<file path="config.mk">
export PLATFORM = sky130hd
export DESIGN_NAME = rom_fetch_cache
export DESIGN_NICKNAME = d
export VERILOG_FILES = /design/src/rtl/rom_fetch_cache.sv
export SDC_FILE = /design/constraint.sdc
export NUM_CORES = 1
export LEC_CHECK = 0
export ABC_AREA = 1
export CAP_MARGIN = 5
export CORE_ASPECT_RATIO = 1.25
export CORE_MARGIN = 5
export CORE_UTILIZATION = 30
export CTS_CLUSTER_DIAMETER = 120
export DETAILED_ROUTE_END_ITERATION = 10
export PLACE_DENSITY = 0.52
export SYNTH_ARGS = -nofsm -noshare
export SYNTH_HDL_FRONTEND = slang
export SYNTH_SLANG_ARGS = --single-unit
</file>
<file path="constraint.sdc">
create_clock -name clk -period 4.4 [get_ports clk]
set_clock_uncertainty 0.05 [all_clocks]
set_input_delay 0.88 -clock clk [delete_from_list [all_inputs] [get_ports clk]]
set_output_delay 0.88 -clock clk [all_outputs]
set_load 0.03 [all_outputs]
</file>
<file path="src/rtl/rom_fetch_cache.sv">
// rom_fetch_cache
//   Per-client ROM front end. It maps a client address, counted in
//   ROM_DATA_WIDTH words, to a 23-bit SDRAM 32-bit-word address. Repeat reads
//   are served from a small direct-mapped cache of 32-bit words. A miss runs a
//   req/ack/valid handshake with the ROM arbiter. Client data is returned
//   either as a zero-latency hit or in the cycle the SDRAM read completes.
//
// Ports
//   clk, reset            single clock; asynchronous active-high reset
//   cs, oe, rom_addr      client select, read strobe and address
//   rom_data              client data (combinational)
//   flush                 invalidate every cache line
//   ctrl_addr, ctrl_req   SDRAM word address and read request to the arbiter
//   ctrl_ack, ctrl_valid  arbiter accept pulse and read-data-valid pulse
//   ctrl_data             SDRAM read data
//   ctrl_hit              rom_data is being served from the cache this cycle
module rom_fetch_cache #(
  parameter int unsigned ROM_ADDR_WIDTH = 16,
  parameter int unsigned ROM_DATA_WIDTH = 32,
  parameter logic [23:0] ROM_OFFSET     = 24'h000000,
  parameter int unsigned LINES          = 4
) (
  input  logic                      reset,
  input  logic                      clk,
  input  logic                      cs,
  input  logic                      oe,
  input  logic [ROM_ADDR_WIDTH-1:0] rom_addr,
  output logic [ROM_DATA_WIDTH-1:0] rom_data,
  input  logic                      flush,
  output logic [22:0]               ctrl_addr,
  output logic                      ctrl_req,
  input  logic                      ctrl_ack,
  input  logic                      ctrl_valid,
  output logic                      ctrl_hit,
  input  logic [31:0]               ctrl_data
);

  localparam int unsigned R  = 32 / ROM_DATA_WIDTH;
  localparam int unsigned S  = $clog2(R);
  localparam int unsigned LW = (S > 0) ? S : 1;
  localparam int unsigned IW = (LINES > 1) ? $clog2(LINES) : 1;

  typedef enum logic [1:0] {
    ST_IDLE,
    ST_REQ,
    ST_WAIT
  } state_t;

  state_t state, state_next;

  logic [LINES-1:0] line_valid;
  logic [22:0]      line_tag  [LINES];
  logic [31:0]      line_data [LINES];

  logic [22:0]   target;
  logic [LW-1:0] lane;
  logic [LW-1:0] lane_q;
  logic [IW-1:0] look_idx;
  logic [IW-1:0] fill_idx;
  logic          hit;
  logic          fill_done;

  function automatic logic [ROM_DATA_WIDTH-1:0] pick_lane(input logic [31:0] w,
                                                          input logic [LW-1:0] l);
    return w[int'(l)*ROM_DATA_WIDTH +: ROM_DATA_WIDTH];
  endfunction

  assign target   = {1'b0, ROM_OFFSET[23:2]} + 23'(rom_addr >> S);
  assign lane     = (S > 0) ? rom_addr[LW-1:0] : '0;
  assign look_idx = (LINES > 1) ? target[IW-1:0] : '0;
  assign fill_idx = (LINES > 1) ? ctrl_addr[IW-1:0] : '0;

  assign hit = line_valid[look_idx] && (line_tag[look_idx] == target);

  // An ack and valid arriving together in REQ complete the fill directly.
  assign fill_done = ctrl_valid &&
                     ((state == ST_WAIT) || ((state == ST_REQ) && ctrl_ack));

  always_ff @(posedge clk or posedge reset) begin
    if (reset) begin
      state     <= ST_IDLE;
      ctrl_addr <= '0;
      lane_q    <= '0;
    end else begin
      state <= state_next;
      if (state == ST_IDLE && cs && oe && !hit) begin
        ctrl_addr <= target;
        lane_q    <= lane;
      end
    end
  end

  // Flush wins over a coinciding fill: the line stays invalid.
  always_ff @(posedge clk or posedge reset) begin
    if (reset) begin
      line_valid <= '0;
    end else if (flush) begin
      line_valid <= '0;
    end else if (fill_done) begin
      line_valid[fill_idx] <= 1'b1;
    end
  end

  always_ff @(posedge clk) begin
    if (fill_done && !flush) begin
      line_tag[fill_idx]  <= ctrl_addr;
      line_data[fill_idx] <= ctrl_data;
    end
  end

  always_comb begin
    state_next = state;
    ctrl_req   = 1'b0;
    ctrl_hit   = 1'b0;
    rom_data   = '0;
    case (state)
      ST_IDLE: begin
        if (cs && oe) begin
          if (hit) begin
            ctrl_hit = 1'b1;
            rom_data = pick_lane(line_data[look_idx], lane);
          end else begin
            state_next = ST_REQ;
          end
        end
      end
      ST_REQ: begin
        ctrl_req = 1'b1;
        if (ctrl_ack) begin
          state_next = ST_WAIT;
          if (ctrl_valid) begin
            rom_data   = pick_lane(ctrl_data, lane_q);
            state_next = ST_IDLE;
          end
        end
      end
      ST_WAIT: begin
        if (ctrl_valid) begin
          rom_data   = pick_lane(ctrl_data, lane_q);
          state_next = ST_IDLE;
        end
      end
      default: state_next = ST_IDLE;
    endcase
  end

endmodule

</file>
==> run_results.csv, run 1 <==
group,metric,value,unit
routing,postRouteWirelength,24600,um
power,combinationalPowerShare,12.4,%
sta,fin_ws,0.554,ns
power,power_density,428,mW/mm^2
placement,routabilityCongestion,0.795,
global_route,grt.overflow.total,0,
critical_path,startpoint,"rom_addr[1]",
cells_and_area,fill_cells,3018,
power,max-vdd-ir-drop,0.000248,V
flow_run,maxCapViolations,0,
placement,dp_hpwl,14800,um
critical_path,max_stage_delay,0.43,ns
critical_path,r2r_end,"line_data[0][7]",
routing,first_iter_violations,319,
logic_synthesis,yosys.area_share.simple,20.8,%
logic_synthesis,async_flop_share,10.3,%
global_route,grt_max_degree,50,
power,seqPwrFrac,49.3,%
cells_and_area,layout_common_cells,"nand2_1 (239), edfxtp_1 (192), nor2_1 (91)",
logic_synthesis,synth_top_family_by_area,"simple AND/OR/NAND/NOR gates",
cells_and_area,diodes,0,
sta,fin_crit_sh,87.4,%
cts,cts.repair.resized,0,
sta,maxSlewViolCount,0,
logic_synthesis,synth_top_area_share,62.5,%
logic_synthesis,yosysUniqueCellTypes,27,
power,switching_share,25.0,%
cts,cts_sinks,214,
die,dieArea,0.0344,mm^2
logic_synthesis,syn_avg_cell_area,11.1,um^2
critical_path,crit_slowest_cell,"inv_2",
routing,vias,6482,
run_status,outcome,"complete, no violations",
routing,wl_per_cell,18.3,um
critical_path,path_class,"in -> out",
cts,ctsHtreeMaxLevel,1,
global_route,grt_pass1_vias,6575,
cts,cts_setup_buffers,0,
global_route,grt_first_pass_wirelength,38000,um
critical_path,crit_arrival,2.92,ns
logic_synthesis,synthMuxAreaShare,0,%
cells_and_area,drive_gt1_share,11.8,%
cells_and_area,multi_input_area,0.00257,mm^2
critical_path,critPathMaxFanout,33,
logic_synthesis,netlist_area,0.00922,mm^2
sta,relSlewSlack,31.5,%
sta,fmaxAchievable,260,MHz
routing,first_pass_iters,4,
routing,ant_nets,0,
cells_and_area,nNetsFinal,983,
cts,clk_latency,0.50,ns
logic_synthesis,yosys-top-cells-area,"edfxtp_1 (63%), nand2_1 (9.7%), dfrtp_1 (6.0%), nor2_1 (3.9%), o21ai_0 (3.5%)",
sta,finalHoldViolations,0,
critical_path,crit_chain,"buf_2 > inv_2 > nand3_1 > nand3b_1 > nand2_1 > nor2_2 > nand3_2 > nor2_4 > buf_12 > nand4_1 > nand2_1 > buf_4",
sta,worst_pin_slew,1.03,ns
global_route,antenna_found_initial,1,
power,p_sw,0.00122,W
logic_synthesis,ys_seq_elements,214,
power,intPower,0.00366,W
critical_path,r2r_cells,7,
power,leakage,4.26,nW
critical_path,worstReg2RegStart,"state[1]",
critical_path,cp_common_cell,"nand2_1",
die,core.rowCount,71,
placement,io_buffer_count,104,
logic_synthesis,yosys_most_used_dff,"edfxtp_1",
cts,tritoncts,"yes",
sta,fin_setup_tns,0,ns
critical_path,crit_path_end_kind,"output port",
cts,clockBufferDepth,3,
min_path,hold_class,"reg -> reg",
critical_path,required,3.47,ns
critical_path,cp-start-kind,"input pin",
logic_synthesis,synth_area_leader_cell,"edfxtp_1",
placement,pre_cts_ws,0.555,ns
min_path,hold_path_startpoint,"line_valid[1]",
cells_and_area,layout.area.seq,0.00632,mm^2
power,p_clk_share,38.3,%
placement,dp.cells,1304,
cts,cts_root_buffer,"clkbuf_16",
logic_synthesis,synthXorXnorAreaFrac,0,%
logic_synthesis,synth_compound_area_share,6.25,%
cts,cts_buffers,23,
die,die_h,206,um
sta,rsz0062_at_grt,"false",
critical_path,setup.worst_path.end,"rom_data[6]",
sta,period_minus_slack,3.85,ns
sta,finalSetupViolCount,0,
routing,post-route-drc-count,0,
logic_synthesis,synthCells,829,
cells_and_area,final_common_cell,"nand2_1",
logic_synthesis,synth-edff-count,192,
die,core_area,0.0302,mm^2
logic_synthesis,synthAdderAreaFrac,0,%
global_route,grt_use_total,14.0,%
die,die_w,167,um
cts,hold_buffers,0,
die,start_util,30.5,%
logic_synthesis,yosysSeqAreaShare,68.5,%
routing,vias_per_cell,4.82,
critical_path,r2r_slack,1.61,ns
cells_and_area,layout.cells.non_filler,1345,
cells_and_area,area_delta_synth_final,23.5,%
cts,clk_transition_reported_paths,0.06,ns
logic_synthesis,synth_warnings,0,
die,num_io_pins,112,
-- logic make-up after synthesis --
logic type,after synthesis
AO/OA/AOI/OAI,106
buffers and inverters,72
flip-flops,214
other,1
AND/OR/NAND/NOR,436
-- per-layer routing --
metal / GRT usage (%) / part of all wire (%) / vias up
met4: 4.33 / 2.2 / 2
met5: 0 / 0.053 / -
met1: 17.9 / 43 / 3134
li1: - / - / 3109
met2: 24.3 / 49 / 193
met3: 2.54 / 5.8 / 44
-- Yosys cell counts, types with 2 or more instances --
cell,number
nand2_1,239
edfxtp_1,192
nor2_1,95
o21ai_0,65
nand3_1,38
o22ai_1,35
nand4_1,33
clkbuf_1,24
dfrtp_1,22
inv_1,16
buf_6,12
nand3_2,12
nand3b_1,12
buf_4,10
buf_2,7
a21oi_1,3
nor2_2,2
nor2_4,2
o21ai_1,2
-- final cells by class --
| cell class | instances | share of cell area [%] |
|---|---|---|
| sequential | 214 | 55.5 |
| inverter | 18 | 0.615 |
| clock buffer | 33 | 5.56 |
| clock inverter | 8 | 0.813 |
| multi-input combinational | 549 | 22.5 |
| timing repair buffer | 122 | 10.6 |
| tap | 401 | 4.41 |
-- power by group through the flow --
stage | sequential [W] | combinational [W] | clock (W)
6_report | 0.00240 | 0.000602 | 0.00187
5_1_grt | 0.00241 | 0.000656 | 0.00200
4_1_cts | 0.00240 | 0.000612 | 0.00191
3_5_place_dp | 0.00245 | 0.000610 | 0
3_3_place_gp | 0.00244 | 0.000605 | 0
2_1_floorplan | 0.00249 | 0.000271 | 0
-- worst max-delay path, delay by kind of cell --
family                 cells  cell delay [ns]
AND/OR/NAND/NOR            8             1.09
buffers and inverters      4             0.92
-- sequential cells by signal, indices dropped and copies added, names as in the netlist --
register / cells
ctrl_addr: 16
line_valid: 4
line_tag: 64
line_data: 128
state: 2
-- worst min-delay path by stage --
stage,to,slack [ns],cells after the start
2_1_floorplan,line_valid[1],0.40,2
3_3_place_gp,line_valid[1],0.43,2
3_5_place_dp,line_valid[1],0.43,2
4_1_cts,line_valid[1],0.44,2
5_1_grt,line_valid[2],0.51,2
6_report,line_valid[1],0.44,2
-- metrics by stage --
stage | utilization (%) | hold WS, ns | cell area, um^2 | power [W]
2_1_floorplan | - | 0.403 | 9250 | 0.00276
4_1_cts | 37.7 | 0.442 | 11400 | 0.00492
6_report | 37.7 | 0.440 | 11400 | 0.00487
3_5_place_dp | 35.3 | 0.426 | 10700 | 0.00306
3_3_place_gp | 35.3 | 0.430 | 10700 | 0.00305
5_1_grt | 37.7 | 0.515 | 11400 | 0.00507
(Power assumes the default switching activity.)
==> inputs of run 2 (changes only) <==
- CORE_MARGIN: 5 -> default
- SLEW_MARGIN: default -> 20
==> run_results.csv, run 2 (synthesized netlist as in run 1, its figures left out) <==
group,metric,value,unit
die,dieArea,0.0315,mm^2
cells_and_area,nNetsFinal,985,
cts,cts_setup_buffers,0,
die,die_h,198,um
sta,rsz0062_at_grt,"false",
die,core.rowCount,71,
critical_path,worstReg2RegStart,"state[0]",
sta,fin_setup_tns,0,ns
cells_and_area,fill_cells,2997,
cells_and_area,final_common_cell,"nand2_1",
sta,period_minus_slack,3.93,ns
critical_path,crit_path_end_kind,"output port",
cells_and_area,largest_register_ffs,128,
critical_path,critPathMaxFanout,52,
cells_and_area,utilization,37.7,%
cts,cts_root_buffer,"clkbuf_16",
cells_and_area,top_register,"line_data",
cts,cts_buffers,23,
sta,maxSlewViolCount,0,
min_path,whs_endpoint,"line_valid[1]",
cells_and_area,drive_gt1_share,11.9,%
routing,vias,6440,
global_route,grt_first_pass_wirelength,37300,um
critical_path,r2r_cells,7,
placement,dp_hpwl,14400,um
cts,cts.repair.resized,0,
run_status,outcome,"complete, no violations",
placement,pre_cts_ws,0.437,ns
global_route,grt_max_degree,54,
critical_path,path_class,"in -> out",
sta,finalHoldViolations,0,
routing,post-route-drc-count,0,
cts,clk_latency,0.50,ns
cells_and_area,reg_top3,"line_data: 128 flops, line_tag: 64 flops, ctrl_addr: 16 flops",
cts,clockBufferDepth,3,
cts,hold_buffers,0,
power,power_density,433,mW/mm^2
cells_and_area,area_delta_synth_final,23.3,%
sta,relSlewSlack,59.6,%
global_route,grt_use_total,15.4,%
sta,finalSetupViolCount,0,
routing,ant_nets,0,
critical_path,crit_slowest_cell,"buf_4",
critical_path,r2r_slack,1.93,ns
placement,io_buffer_count,104,
power,max-vdd-ir-drop,0.000229,V
placement,dp.cells,1306,
routing,vias_per_cell,4.78,
sta,fin_crit_sh,89.3,%
routing,first_iter_violations,417,
global_route,antenna_found_initial,0,
placement,routabilityCongestion,0.787,
power,leakage,4.27,nW
min_path,hold_path_startpoint,"line_valid[1]",
critical_path,critPathBufInv,4,
critical_path,crit_family,"simple AND/OR/NAND/NOR gates",
routing,first_pass_iters,4,
critical_path,crit_chain,"buf_2 > buf_4 > nand2_1 > nand3_1 > nand2_1 > nand2_1 > nand2_1 > nor2_1 > nand2_1 > nor2_4 > buf_12 > nand4_1 > nand2_1 > buf_4",
flow_run,maxCapViolations,0,
critical_path,cp-start-kind,"input pin",
cts,tritoncts,"yes",
cts,cts_sinks,214,
cells_and_area,multi_input_area,0.00256,mm^2
routing,postRouteWirelength,23700,um
sta,worst_pin_slew,0.605,ns
routing,wl_per_cell,17.6,um
critical_path,cp_common_cell,"nand2_1",
global_route,grt_pass1_vias,6318,
critical_path,max_stage_delay,0.49,ns
min_path,holdPathStages,2,
cells_and_area,layout.area.seq,0.00632,mm^2
sta,fmaxAchievable,255,MHz
cts,clk_transition_reported_paths,0.06,ns
die,core_area,0.0302,mm^2
global_route,grt.overflow.total,0,
cells_and_area,layout_common_cells,"nand2_1 (239), edfxtp_1 (192), nor2_1 (91)",
die,die_w,159,um
cts,ctsHtreeMaxLevel,1,
cells_and_area,diodes,0,
sta,fin_ws,0.471,ns
min_path,hold_class,"reg -> reg",
die,num_io_pins,112,
cells_and_area,layout.cells.non_filler,1347,
critical_path,required,3.47,ns
die,start_util,30.5,%
critical_path,crit_arrival,3.00,ns
critical_path,r2r_end,"line_data[0][31]",
==> run 2: changes by cell type in the layout (fill, tap and decap cells not counted), sizes merged <==
cell	before	now
clkinvlp	1	0
bufinv	2	3
clkinv	5	6
buf	53	55
clkbuf	33	32
==> run 2: area by class of cell <==
cell class | count | share of cell area, %
Sequential cell | 214 | 55.5
Timing Repair Buffer | 124 | 10.3
Inverter | 18 | 0.616
Clock inverter | 9 | 1.02
Clock buffer | 32 | 5.62
Multi-Input combinational cell | 549 | 22.5
Tap cell | 401 | 4.41
==> run 2: worst max-delay path by stage <==
stage	from	cells after the start	end
floorplan	state[1]	5	line_data[0][0]
global placement	rom_addr[0]	14	rom_data[3]
detailed placement	rom_addr[0]	14	rom_data[3]
CTS	rom_addr[0]	14	rom_data[3]
global route	rom_addr[0]	14	rom_data[3]
finish	rom_addr[0]	14	rom_data[4]
==> run 2: tightest hold or removal path: cells and delay by family, from the launching register on <==
kind | cells | cell delay, ns
AND/OR/NAND/NOR | 1 | 0.06
AO/OA/AOI/OAI | 1 | 0.06
flip-flops | 1 | 0.37
==> run 2: per-layer routing <==
layer	vias to the layer above	part of all wire (%)	track usage, %
met5	-	0	0
met4	0	1.6	3.88
met3	26	3.9	1.93
met2	142	50	26.9
met1	3166	44	20.1
li1	3106	-	-
==> run 2: where the power goes <==
group,switching [W],internal (W),total [W]
clock network,0.000748,0.00118,0.00193
logic,0.000385,0.000212,0.000596
registers,0.0000754,0.00233,0.00240
==> run 2: through the flow <==
stage | total power [W] | area (um^2) | hold slack, ns
floorplan | 0.00276 | 9250 | 0.403
global placement | 0.00304 | 10600 | 0.460
detailed placement | 0.00305 | 10600 | 0.453
CTS | 0.00499 | 11400 | 0.469
global route | 0.00513 | 11400 | 0.504
finish | 0.00493 | 11400 | 0.476
==> inputs of run 3 (changes only) <==
- RECOVER_POWER: default -> 25
==> run_results.csv, run 3 (synthesized netlist as in run 1, its figures left out) <==
group,metric,value,unit
min_path,hold_class,"reg -> reg",
placement,dp_hpwl,14400,um
cells_and_area,drive_gt1_share,11.9,%
flow_run,maxCapViolations,0,
global_route,grt_use_total,15.4,%
sta,fin_setup_tns,0,ns
critical_path,critPathMaxFanout,52,
die,num_io_pins,112,
critical_path,cp-start-kind,"input pin",
cells_and_area,diodes,0,
global_route,grt_pass1_vias,6318,
cts,cts.repair.resized,0,
die,dieArea,0.0315,mm^2
sta,relSlewSlack,59.6,%
critical_path,crit_chain,"buf_2 > buf_4 > nand2_1 > nand3_1 > nand2_1 > nand2_1 > nand2_1 > nor2_1 > nand2_1 > nor2_4 > buf_12 > nand4_1 > nand2_1 > buf_4",
cells_and_area,top_register,"line_data",
cts,clockBufferDepth,3,
critical_path,max_stage_delay,0.49,ns
die,core.rowCount,71,
min_path,holdPathStages,2,
cts,cts_setup_buffers,0,
power,leakage,4.27,nW
power,max-vdd-ir-drop,0.000229,V
cts,clk_transition_reported_paths,0.06,ns
cells_and_area,utilization,37.7,%
critical_path,crit_arrival,3.00,ns
sta,fin_crit_sh,89.3,%
routing,ant_nets,0,
critical_path,required,3.47,ns
critical_path,path_class,"in -> out",
critical_path,cp_common_cell,"nand2_1",
routing,vias,6441,
cells_and_area,area_delta_synth_final,23.3,%
critical_path,crit_path_end_kind,"output port",
cts,cts_root_buffer,"clkbuf_16",
sta,finalSetupViolCount,0,
cts,cts_sinks,214,
die,die_h,198,um
die,die_w,159,um
sta,rsz0062_at_grt,"false",
die,core_area,0.0302,mm^2
sta,period_minus_slack,3.93,ns
placement,routabilityCongestion,0.787,
cts,clk_latency,0.50,ns
cells_and_area,nNetsFinal,985,
placement,io_buffer_count,104,
cts,hold_buffers,0,
cts,ctsHtreeMaxLevel,1,
sta,hold_slack,0.476,ns
sta,finalHoldViolations,0,
cts,tritoncts,"yes",
routing,first_iter_violations,417,
routing,first_pass_iters,4,
cts,cts_buffers,23,
power,power_density,433,mW/mm^2
sta,maxSlewViolCount,0,
cells_and_area,final_common_cell,"nand2_1",
sta,fmaxAchievable,255,MHz
cells_and_area,largest_register_ffs,128,
routing,wl_per_cell,17.6,um
run_status,outcome,"complete, no violations",
global_route,grt_first_pass_wirelength,37300,um
routing,postRouteWirelength,23700,um
critical_path,crit_slowest_cell,"buf_4",
sta,worst_pin_slew,0.605,ns
cells_and_area,fill_cells,2997,
cells_and_area,layout.cells.non_filler,1347,
global_route,antenna_found_initial,0,
placement,dp.cells,1306,
global_route,grt.overflow.total,0,
routing,post-route-drc-count,0,
cells_and_area,layout_common_cells,"nand2_1 (239), edfxtp_1 (192), nor2_1 (91)",
routing,vias_per_cell,4.78,
die,start_util,30.5,%
cells_and_area,reg_top3,"line_data: 128 flops, line_tag: 64 flops, ctrl_addr: 16 flops",
critical_path,r2r_cells,7,
global_route,grt_max_degree,54,
==> run 3: metal layers <==
layer  share of wire (%)  global-route usage [%]  vias up
li1                    -                       -     3106
met1                  44                    20.1     3167
met2                  50                    26.9      142
met3                 3.8                    1.93       26
met4                 1.6                    3.88        0
met5                   0                       0        -
==> run 3: per-stage QoR <==
stage	instance area [um^2]	power (W)	worst slack [ns]
5_1_grt	11400	0.00513	0.268
3_5_place_dp	10600	0.00305	0.437
2_1_floorplan	9250	0.00276	0.322
4_1_cts	11400	0.00499	0.422
3_3_place_gp	10600	0.00304	0.435
6_report	11400	0.00493	0.471
==> run 3: layout make-up <==
class	count	area (um^2)	share of cell area (%)
Tap cell	401	502	4.41
Sequential cell	214	6320	55.5
Clock buffer	32	639	5.62
Clock inverter	9	116	1.02
Multi-Input combinational cell	549	2560	22.5
Timing Repair Buffer	124	1170	10.3
Inverter	18	70.1	0.616
==> run 3: critical path: cells and delay by family <==
kind,cells,cell delay [ns]
AND/OR/NAND/NOR,10,1.13
buffers and inverters,4,0.97
==> run 3: report_power, final <==
| group | switching [W] | total (W) | internal, W |
|---|---|---|---|
| Combinational | 0.000385 | 0.000594 | 0.000209 |
| Clock | 0.000748 | 0.00193 | 0.00118 |
| Sequential | 0.0000754 | 0.00240 | 0.00233 |
==> run 3: path summary, 6_finish.rpt <==
check / startpoint / slack, ns / end
worst max-delay path: rom_addr[0] / 0.47 / rom_data[4]
worst min-delay path: line_valid[1] / 0.48 / line_valid[1]
worst max register to register: state[0] / 1.93 / line_data[0][31]
worst min register to register: line_valid[1] / 0.48 / line_valid[1]
max in group asynchronous: reset / 3.17 / line_valid[0]
min in group asynchronous: reset / 0.73 / ctrl_addr[14]
